`config.mk`:
```
export PLATFORM = sky130hd
export DESIGN_NAME = fourier_sched
export DESIGN_NICKNAME = d
export VERILOG_FILES = /design/src/rtl/fourier_sched.sv
export SDC_FILE = /design/constraint.sdc
export NUM_CORES = 1
export LEC_CHECK = 0
export CORE_MARGIN = 2
export CORE_UTILIZATION = 47
export DETAILED_ROUTE_END_ITERATION = 7
export GPL_TIMING_DRIVEN = 0
export HOLD_SLACK_MARGIN = 0.15
export PLACE_DENSITY = 0.75
export SYNTH_ARGS = -nofsm -noshare
export SYNTH_HDL_FRONTEND = slang
export SYNTH_SLANG_ARGS = --single-unit
export TNS_END_PERCENT = 1
```
`constraint.sdc`:
```
create_clock -name clk -period 2.4 [get_ports clk]
set_input_delay 0.24 -clock clk [delete_from_list [all_inputs] [get_ports clk]]
set_output_delay 0.24 -clock clk [all_outputs]
set_load 0.01 [all_outputs]
```
`src/rtl/fourier_sched.sv`:
```
// rtl/fourier_sched.sv - N-point DFT issue sequencer: (k,n) loop walk, (k*n) mod N twiddle, result collection.
// Optional conjugate-twiddle mode under `FOURIER_SCHED_INVERSE_EN (adds the `inverse` input).
module fourier_sched #(
  parameter int N     = 10,
  parameter int IDX_W = 5
) (
  input  logic             clk,
  input  logic             reset,
  input  logic             start,
`ifdef FOURIER_SCHED_INVERSE_EN
  input  logic             inverse,
`endif
  output logic             busy,
  output logic             done,
  output logic             err,
  output logic             mac_valid,
  input  logic             mac_ready,
  output logic [IDX_W-1:0] smp_addr,
  output logic [IDX_W-1:0] tw_addr,
  output logic             mac_first,
  output logic             mac_last,
  input  logic             res_valid,
  output logic             res_wr_en,
  output logic [IDX_W-1:0] res_wr_addr
);

  typedef enum logic [1:0] {
    S_IDLE  = 2'd0,
    S_RUN   = 2'd1,
    S_DRAIN = 2'd2
  } state_t;

  localparam logic [IDX_W-1:0] LAST  = IDX_W'(N - 1);
  localparam logic [IDX_W-1:0] N_W   = IDX_W'(N);
  localparam logic [IDX_W:0]   N_EXT = (IDX_W + 1)'(N);

  state_t           state_q, state_d;
  logic [IDX_W-1:0] k_q, k_d;
  logic [IDX_W-1:0] n_q, n_d;
  logic [IDX_W-1:0] tw_q, tw_d;
  logic [IDX_W-1:0] res_cnt_q, res_cnt_d;
  logic             done_q, done_d;
  logic             err_q, err_d;
`ifdef FOURIER_SCHED_INVERSE_EN
  logic             inv_q, inv_d;
`endif

  logic [IDX_W:0]   tw_sum;
  logic [IDX_W:0]   tw_sub;
  logic [IDX_W-1:0] tw_next;
  logic [IDX_W-1:0] tw_out;
  logic             issue;
  logic             res_hit;

  // Incremental twiddle: tw tracks (k*n) mod N by adding k each step, wrapping once.
  always_comb begin
    tw_sum  = {1'b0, tw_q} + {1'b0, k_q};
    tw_sub  = tw_sum - N_EXT;
    tw_next = (tw_sum >= N_EXT) ? tw_sub[IDX_W-1:0] : tw_sum[IDX_W-1:0];
  end

  always_comb begin
    issue   = (state_q == S_RUN) && mac_ready;
    res_hit = res_valid && (state_q != S_IDLE);
  end

  always_ff @(posedge clk) begin
    if (reset) begin
      state_q   <= S_IDLE;
      k_q       <= '0;
      n_q       <= '0;
      tw_q      <= '0;
      res_cnt_q <= '0;
      done_q    <= 1'b0;
      err_q     <= 1'b0;
`ifdef FOURIER_SCHED_INVERSE_EN
      inv_q     <= 1'b0;
`endif
    end else begin
      state_q   <= state_d;
      k_q       <= k_d;
      n_q       <= n_d;
      tw_q      <= tw_d;
      res_cnt_q <= res_cnt_d;
      done_q    <= done_d;
      err_q     <= err_d;
`ifdef FOURIER_SCHED_INVERSE_EN
      inv_q     <= inv_d;
`endif
    end
  end

  always_comb begin
    state_d   = state_q;
    k_d       = k_q;
    n_d       = n_q;
    tw_d      = tw_q;
    res_cnt_d = res_cnt_q;
    done_d    = done_q;
    err_d     = err_q;
`ifdef FOURIER_SCHED_INVERSE_EN
    inv_d     = inv_q;
`endif
    unique case (state_q)
      S_IDLE: begin
        if (start) begin
          state_d   = S_RUN;
          k_d       = '0;
          n_d       = '0;
          tw_d      = '0;
          res_cnt_d = '0;
          done_d    = 1'b0;
          err_d     = 1'b0;
`ifdef FOURIER_SCHED_INVERSE_EN
          inv_d     = inverse;
`endif
        end else if (res_valid) begin
          err_d = 1'b1;
        end
      end
      S_RUN: begin
        if (issue) begin
          if (n_q == LAST) begin
            n_d  = '0;
            tw_d = '0;
            k_d  = k_q + 1'b1;
            if (k_q == LAST) begin
              state_d = S_DRAIN;
            end
          end else begin
            n_d  = n_q + 1'b1;
            tw_d = tw_next;
          end
        end
      end
      S_DRAIN: begin
      end
      default: begin
        state_d = S_IDLE;
      end
    endcase

    // Result collection runs in RUN and DRAIN alike; the final bin ends the run.
    if (res_hit) begin
      res_cnt_d = res_cnt_q + 1'b1;
      if (res_cnt_q == LAST) begin
        state_d = S_IDLE;
        done_d  = 1'b1;
      end
    end
  end

`ifdef FOURIER_SCHED_INVERSE_EN
  always_comb begin
    tw_out = tw_q;
    if (inv_q && (tw_q != '0)) begin
      tw_out = N_W - tw_q;
    end
  end
`else
  always_comb begin
    tw_out = tw_q;
  end
`endif

  // Every output is forced low while reset is asserted, even mid-run.
  always_comb begin
    busy        = !reset && (state_q != S_IDLE);
    done        = !reset && done_q;
    err         = !reset && err_q;
    mac_valid   = !reset && (state_q == S_RUN);
    smp_addr    = mac_valid ? n_q : '0;
    tw_addr     = mac_valid ? tw_out : '0;
    mac_first   = mac_valid && (n_q == '0);
    mac_last    = mac_valid && (n_q == LAST);
    res_wr_en   = !reset && res_hit;
    res_wr_addr = reset ? '0 : res_cnt_q;
  end

endmodule

```
==> flow_metrics.env, run 1 <==
export IMPL_slew_headroom=0.5786
export IMPL_register_area_um2=485.5
export IMPL_postRouteAntennaNets=0
export IMPL_cp_top_family="buffers and inverters"
export IMPL_cts_hold_buf=0
export IMPL_antenna_found_initial=0
export IMPL_cts_tree="done"
export IMPL_timing_fmax_mhz=449.7
export IMPL_synth_simple_area_share=0.2753
export IMPL_die_y_um=61.76
export IMPL_reg2reg_slack_ns=0.18
export IMPL_cp_startpoint="state_q[1]$_SDFF_PP0_"
export IMPL_rr_startpoint="k_q[0]$_SDFFE_PP0P_"
export IMPL_ys_flop_type="dfxtp_1"
export IMPL_hold_viol=0
export IMPL_clkLatencyLatePin_ns=0.32
export IMPL_yosysTopAreaCell="dfxtp_1"
export IMPL_cts_root_buffer_cell="clkbuf_4"
export IMPL_num_io_pins=27
export IMPL_cp_arrival_ns=1.98
export IMPL_drv_cap=0
export IMPL_die_area_um2=3814
export IMPL_synth_cell_types=47
export IMPL_grt_max_degree=15
export IMPL_synth_nets=214
export IMPL_finClkSkew_ns=0.01039
export IMPL_synth_seq_area_share=0.3065
export IMPL_leakagePower_nw=0.7728
export IMPL_run_status="finished, final reports clean"
export IMPL_vias_per_cell=5.316
export IMPL_crit_required_ns=2.16
export IMPL_crit_chain="buf_2 -> nor2b_2 -> nand2b_1 -> inv_2 -> and4b_1 -> clkdlybuf4s50_1"
export IMPL_dp_cells=265
export IMPL_peakVddDrop_v=0.0002778
export IMPL_nets=248
export IMPL_reg2reg_to="tw_out[2]$_SDFFE_PP0P_"
export IMPL_dr_wl_met3_um=92
export IMPL_synthAdderAreaFrac=0.1165
export IMPL_hpwl_mm=2.584
export IMPL_synth_area_um2=1568
export IMPL_clk_pin_slew_ns=0.14
export IMPL_crit_path_end_kind="output port"
export IMPL_n_antenna_cell=0
export IMPL_synthXorXnorAreaFrac=0.06624
export IMPL_setup_viol=0
export IMPL_routed_wl_met2_mm=1.566
export IMPL_synthMuxAreaShare=0.006385
export IMPL_path_depth=6
export IMPL_drcViolationCount=0
export IMPL_grt_remaining_overflow=0
export IMPL_routed_wl_mm=3.349
export IMPL_vias=1446
export IMPL_cts_buffer_depth=2
export IMPL_grt_setup_unrepaired="no"
export IMPL_ys_seq_elements=24
export IMPL_initial_utilization=0.5052
export IMPL_synthTopCellsByArea="dfxtp_1, ha_1, nor2_1, xor2_1, nand2_1"
export IMPL_crit_type="flip-flop to output port"
export IMPL_path_max_fanout=10
export IMPL_cts_made_buffers=3
export IMPL_post_synth_top_area_fraction=0.3065
export IMPL_wl_met1_mm=1.635
export IMPL_tns_ns=0
export IMPL_synth_compound_area_frac=0.1915
export IMPL_finish_utilization=0.6407
export IMPL_fin_crit_sh=0.9266
export IMPL_async_reset_ff_frac=0
export IMPL_reg2regPathDepth=9
export IMPL_synth_top_family_by_area="simple AND/OR/NAND/NOR gates"
export IMPL_place_congestion=0.8238
export IMPL_crit_slowest_cell="clkdlybuf4s50_1"
export IMPL_grt_pass1_wl_mm=5.540
export IMPL_first_pass_iters=4
export IMPL_drive_gt1_frac=0.1184
export IMPL_fin_cells=272
export IMPL_hold_ws_ns=0.4788
export IMPL_fill_cells=302
export IMPL_worstHoldPathType="flip-flop to flip-flop"
export IMPL_synth_top_cells_by_count="nor2_1, dfxtp_1, ha_1"
export IMPL_path_buf_inv=3
export IMPL_die_w_um=61.76
export IMPL_synth_most_common_cell="nor2_1"
export IMPL_final_max_slew_violation_count=0
export IMPL_synth_cells=195
export IMPL_crit_path_end="mac_first"
export IMPL_power_density_nw_per_um2=411.7
export IMPL_portBuffers=26
export IMPL_post_drt_wl_per_cell_um=12.31
export IMPL_track_usage=0.1939
export IMPL_routed_top_layer="met4"
export IMPL_start_kind="flip-flop"
export IMPL_core_area_um2=3103
export IMPL_htree_levels=1
export IMPL_synth_edff_count=0
export IMPL_rows=20
export IMPL_drtIter0Drc=56
export IMPL_cpPeakStageDelay_ns=0.52
export IMPL_cts_sinks=24
export IMPL_yosysWarnings=0
export IMPL_syn_area_per_cell_um2=8.040
export IMPL_grt_pass1_vias=1250
export IMPL_multiInputGateArea_um2=1051
export IMPL_area_growth_pct=26.82
export IMPL_period_minus_slack_ns=2.224
export IMPL_tightest_slew_ns=0.6236
## cells by family after synthesis
family	after synthesis
xor+xnor	11
simple gates	89
mux	1
flops	24
fa+ha+maj	14
buf+inv	15
compound gates	41
## worst min path at each step
stage | from | to | slack, ns | depth (start not counted)
floorplan | res_valid | state_q[1]$_SDFF_PP0_ | 0.35 | 1
global placement | err_q$_SDFFE_PP0P_ | err_q$_SDFFE_PP0P_ | 0.44 | 2
detailed placement | err_q$_SDFFE_PP0P_ | err_q$_SDFFE_PP0P_ | 0.45 | 2
CTS | tw_out[3]$_SDFFE_PP0P_ | tw_out[3]$_SDFFE_PP0P_ | 0.48 | 2
global route | tw_out[3]$_SDFFE_PP0P_ | tw_out[3]$_SDFFE_PP0P_ | 0.50 | 2
finish | err_q$_SDFFE_PP0P_ | err_q$_SDFFE_PP0P_ | 0.48 | 2
## worst reg2reg max path, delay by kind of cell (launching register included)
family,cells,cell delay [ns]
buf+inv,1,0.05
simple gates,3,0.48
fa+ha+maj,2,0.52
compound gates,3,0.66
flops,1,0.42
## state kept, by name, indices dropped and copies added (netlist names)
| name | count |
|---|---|
| k_q | 5 |
| state_q | 2 |
| err_q | 1 |
| done_q | 1 |
| res_cnt_q | 5 |
| tw_out | 5 |
| n_q | 5 |
## area by class of cell
| class | instances | area share |
|---|---|---|
| Timing Repair Buffer | 29 | 0.1422 |
| Inverter | 11 | 0.02077 |
| Clock buffer | 3 | 0.01133 |
| Sequential cell | 24 | 0.2442 |
| Buffer | 4 | 0.01007 |
| Multi-Input combinational cell | 156 | 0.5286 |
| Clock inverter | 1 | 0.01510 |
| Tap cell | 44 | 0.02769 |
## placed cells by master (no fill, tap or decap), types with 3 or more instances in the layout
master	instances
nor2_1	36
clkdlybuf4s50_1	26
dfxtp_1	22
nand2_1	12
ha_1	12
inv_1	10
nand3_1	8
o21ai_0	8
a21oi_1	8
and2_1	7
xor2_1	6
nor2b_1	5
nand4_1	5
xnor2_1	4
nor3_1	4
nand2b_1	3
a21o_1	3
clkbuf_4	3
buf_4	3
## what timing repair did
| item | CTS | global route |
|---|---|---|
| pin swaps | 0 | 2 |
| hold endpoints to repair | 0 | 0 |
| endpoints found under the setup margin | 8 | 14 |
| resized for setup | 2 | 9 |
| buffers inserted | 0 | 3 |
## power breakdown
| part | leakage [nW] | switching [mW] | internal [mW] |
|---|---|---|---|
| clock | 0.0279 | 0.128 | 0.169 |
| combinational | 0.550 | 0.0598 | 0.0446 |
| sequential | 0.195 | 0.0100 | 0.407 |
## stage by stage
stage	setup slack [ns]	power, mW	area [um^2]
2_1_floorplan	0.1907	0.4856	1568
3_3_place_gp	-0.04755	0.5217	1883
3_5_place_dp	-0.07544	0.5230	1883
4_1_cts	-0.04436	0.8166	1938
5_1_grt	0.01752	0.8549	1988
6_report	0.1761	0.8186	1988
## routing by layer
metal / track usage / vias up
met3: 0.02484 / 4
met2: 0.3143 / 22
li1: - / 747
met5: 0 / -
met4: 0.07295 / 0
met1: 0.2640 / 673
No activity file was read; power rests on OpenSTA's default activity.
==> run 2: changes to the inputs <==
--- a/config.mk
+++ b/config.mk
@@ -13,2 +13,4 @@
 export PLACE_DENSITY = 0.75
+export REMOVE_ABC_BUFFERS = 1
+export SLEW_MARGIN = 20
 export SYNTH_ARGS = -nofsm -noshare
==> constraint.sdc (replaced) <==
create_clock -name clk -period 2.4 [get_ports clk]
set_input_delay 0.36 -clock clk [delete_from_list [all_inputs] [get_ports clk]]
set_output_delay 0.36 -clock clk [all_outputs]
set_load 0.01 [all_outputs]
==> flow_metrics.env, run 2 (same netlist as run 1, synthesis figures left out) <==
export IMPL_setup_ws_ns=0.09996
export IMPL_crit_slowest_cell="dfxtp_4"
export IMPL_cts_buffer_depth=2
export IMPL_cts_root_buffer_cell="clkbuf_4"
export IMPL_final_cell_mix="nor2_1, clkdlybuf4s50_1, dfxtp_1, nand2_1, ha_1"
export IMPL_num_io_pins=27
export IMPL_track_usage=0.1945
export IMPL_initial_utilization=0.5052
export IMPL_tightest_slew_ns=0.5704
export IMPL_vias_per_cell=5.311
export IMPL_cts_hold_buf=0
export IMPL_peakVddDrop_v=0.0002502
export IMPL_drv_cap=0
export IMPL_timing_fmax_mhz=434.8
export IMPL_first_pass_iters=4
export IMPL_grt_remaining_overflow=0
export IMPL_crit_chain="ha_2 -> inv_1 -> fa_2 -> and2b_2 -> or2_1 -> o22ai_2 -> a22oi_2 -> nor3_1 -> a221o_1"
export IMPL_drtIter0Drc=79
export IMPL_multiInputGateArea_um2=1041
export IMPL_grt_pass1_vias=1250
export IMPL_crit_type="flip-flop to flip-flop"
export IMPL_run_status="finished, final reports clean"
export IMPL_drive_gt1_frac=0.1031
export IMPL_hold_viol=0
export IMPL_post_drt_wl_per_cell_um=12.73
export IMPL_cts_made_buffers=3
export IMPL_postRouteAntennaNets=0
export IMPL_fill_cells=290
export IMPL_vias=1418
export IMPL_fin_crit_sh=0.9584
export IMPL_die_area_um2=3814
export IMPL_finClkSkew_ns=0.0007646
export IMPL_worstHoldPathType="flip-flop to flip-flop"
export IMPL_routed_wl_mm=3.399
export IMPL_die_w_um=61.76
export IMPL_grt_pass1_wl_mm=5.492
export IMPL_path_max_fanout=6
export IMPL_register_area_um2=488.0
export IMPL_start_kind="flip-flop"
export IMPL_cts_sinks=24
export IMPL_crit_path_end_kind="flip-flop"
export IMPL_cpPeakStageDelay_ns=0.40
export IMPL_final_max_slew_violation_count=0
export IMPL_portBuffers=26
export IMPL_final_common_cell="nor2_1"
export IMPL_slew_headroom=0.6146
export IMPL_grt_max_degree=25
export IMPL_cp_arrival_ns=2.52
export IMPL_leakagePower_nw=0.7433
export IMPL_power_density_nw_per_um2=377.5
export IMPL_period_minus_slack_ns=2.300
export IMPL_die_y_um=61.76
export IMPL_antenna_found_initial=0
export IMPL_cts_tree="done"
export IMPL_core_area_um2=3103
export IMPL_n_antenna_cell=0
export IMPL_nets=243
export IMPL_clkLatencyLatePin_ns=0.31
export IMPL_place_congestion=0.7811
export IMPL_area_growth_pct=23.62
export IMPL_dp_slack_ns=-0.5601
export IMPL_clk_pin_slew_ns=0.13
export IMPL_hpwl_mm=2.605
export IMPL_rows=20
export IMPL_crit_required_ns=2.62
export IMPL_drcViolationCount=0
export IMPL_setup_viol=0
export IMPL_finalPower_mw=0.7316
export IMPL_htree_levels=1
run 2: changes by cell type in the layout (fill, tap and decap cells not counted), sizes merged:
cell / change
buf: -3
bufinv: -1
clkbuf: -1
clkdlybuf4s15: +1
clkdlybuf4s50: -1
run 2: cell type report:
cell class,count,area share
clock buffer,4,0.01872
multi-input combinational,156,0.5371
inverter,11,0.02130
tap,44,0.02841
timing repair buffer,28,0.1427
sequential,24,0.2518
run 2: final timing paths:
check             slack [ns]                endpoint                 from  cells past startpoint
setup / recovery         0.1  tw_out[2]$_SDFFE_PP0P_  k_q[0]$_SDFFE_PP0P_                      9
hold / removal          0.48      err_q$_SDFFE_PP0P_   err_q$_SDFFE_PP0P_                      2
setup reg to reg         0.1  tw_out[2]$_SDFFE_PP0P_  k_q[0]$_SDFFE_PP0P_                      9
hold reg to reg         0.48      err_q$_SDFFE_PP0P_   err_q$_SDFFE_PP0P_                      2
run 2: report_power, final:
group | switching, mW | internal, mW
combinational | 0.0568 | 0.0407
sequential | 0.0114 | 0.407
clock | 0.123 | 0.0927
run 2: metrics by stage:
stage | cells | util | TNS, ns | hold slack (ns) | instance area, um^2
final | 267 | 0.6246 | 0 | 0.4789 | 1938
after global routing | 267 | 0.6246 | -0.001806 | 0.5000 | 1938
after CTS | 266 | 0.6165 | -0.02641 | 0.4870 | 1913
after detailed placement | 261 | 0.6012 | -5.747 | 0.4533 | 1866
after global placement | 261 | 0.6012 | -5.397 | 0.4464 | 1866
after floorplan | 191 | - | 0 | 0.4290 | 1550
run 2: per-layer routing:
metal / global-route usage / part of all wire
met5: 0 / 0
met4: 0.07599 / 0.0079
met3: 0.02484 / 0.028
met2: 0.3368 / 0.51
met1: 0.2458 / 0.46
run 2: timing repair:
item	4_1_cts	5_1_grt
gates cloned	0	0
gates resized for setup	5	6
setup buffers	1	1
pin swaps	0	1
endpoints found under the setup margin	16	13
run 2: worst max-delay path, delay by kind of cell (launching register included):
kind,cells,cell delay (ns)
buffers and inverters,1,0.07
AO/OA/AOI/OAI,3,0.67
flip-flops,1,0.40
adder cells (fa/ha/maj),2,0.59
AND/OR/NAND/NOR,3,0.48
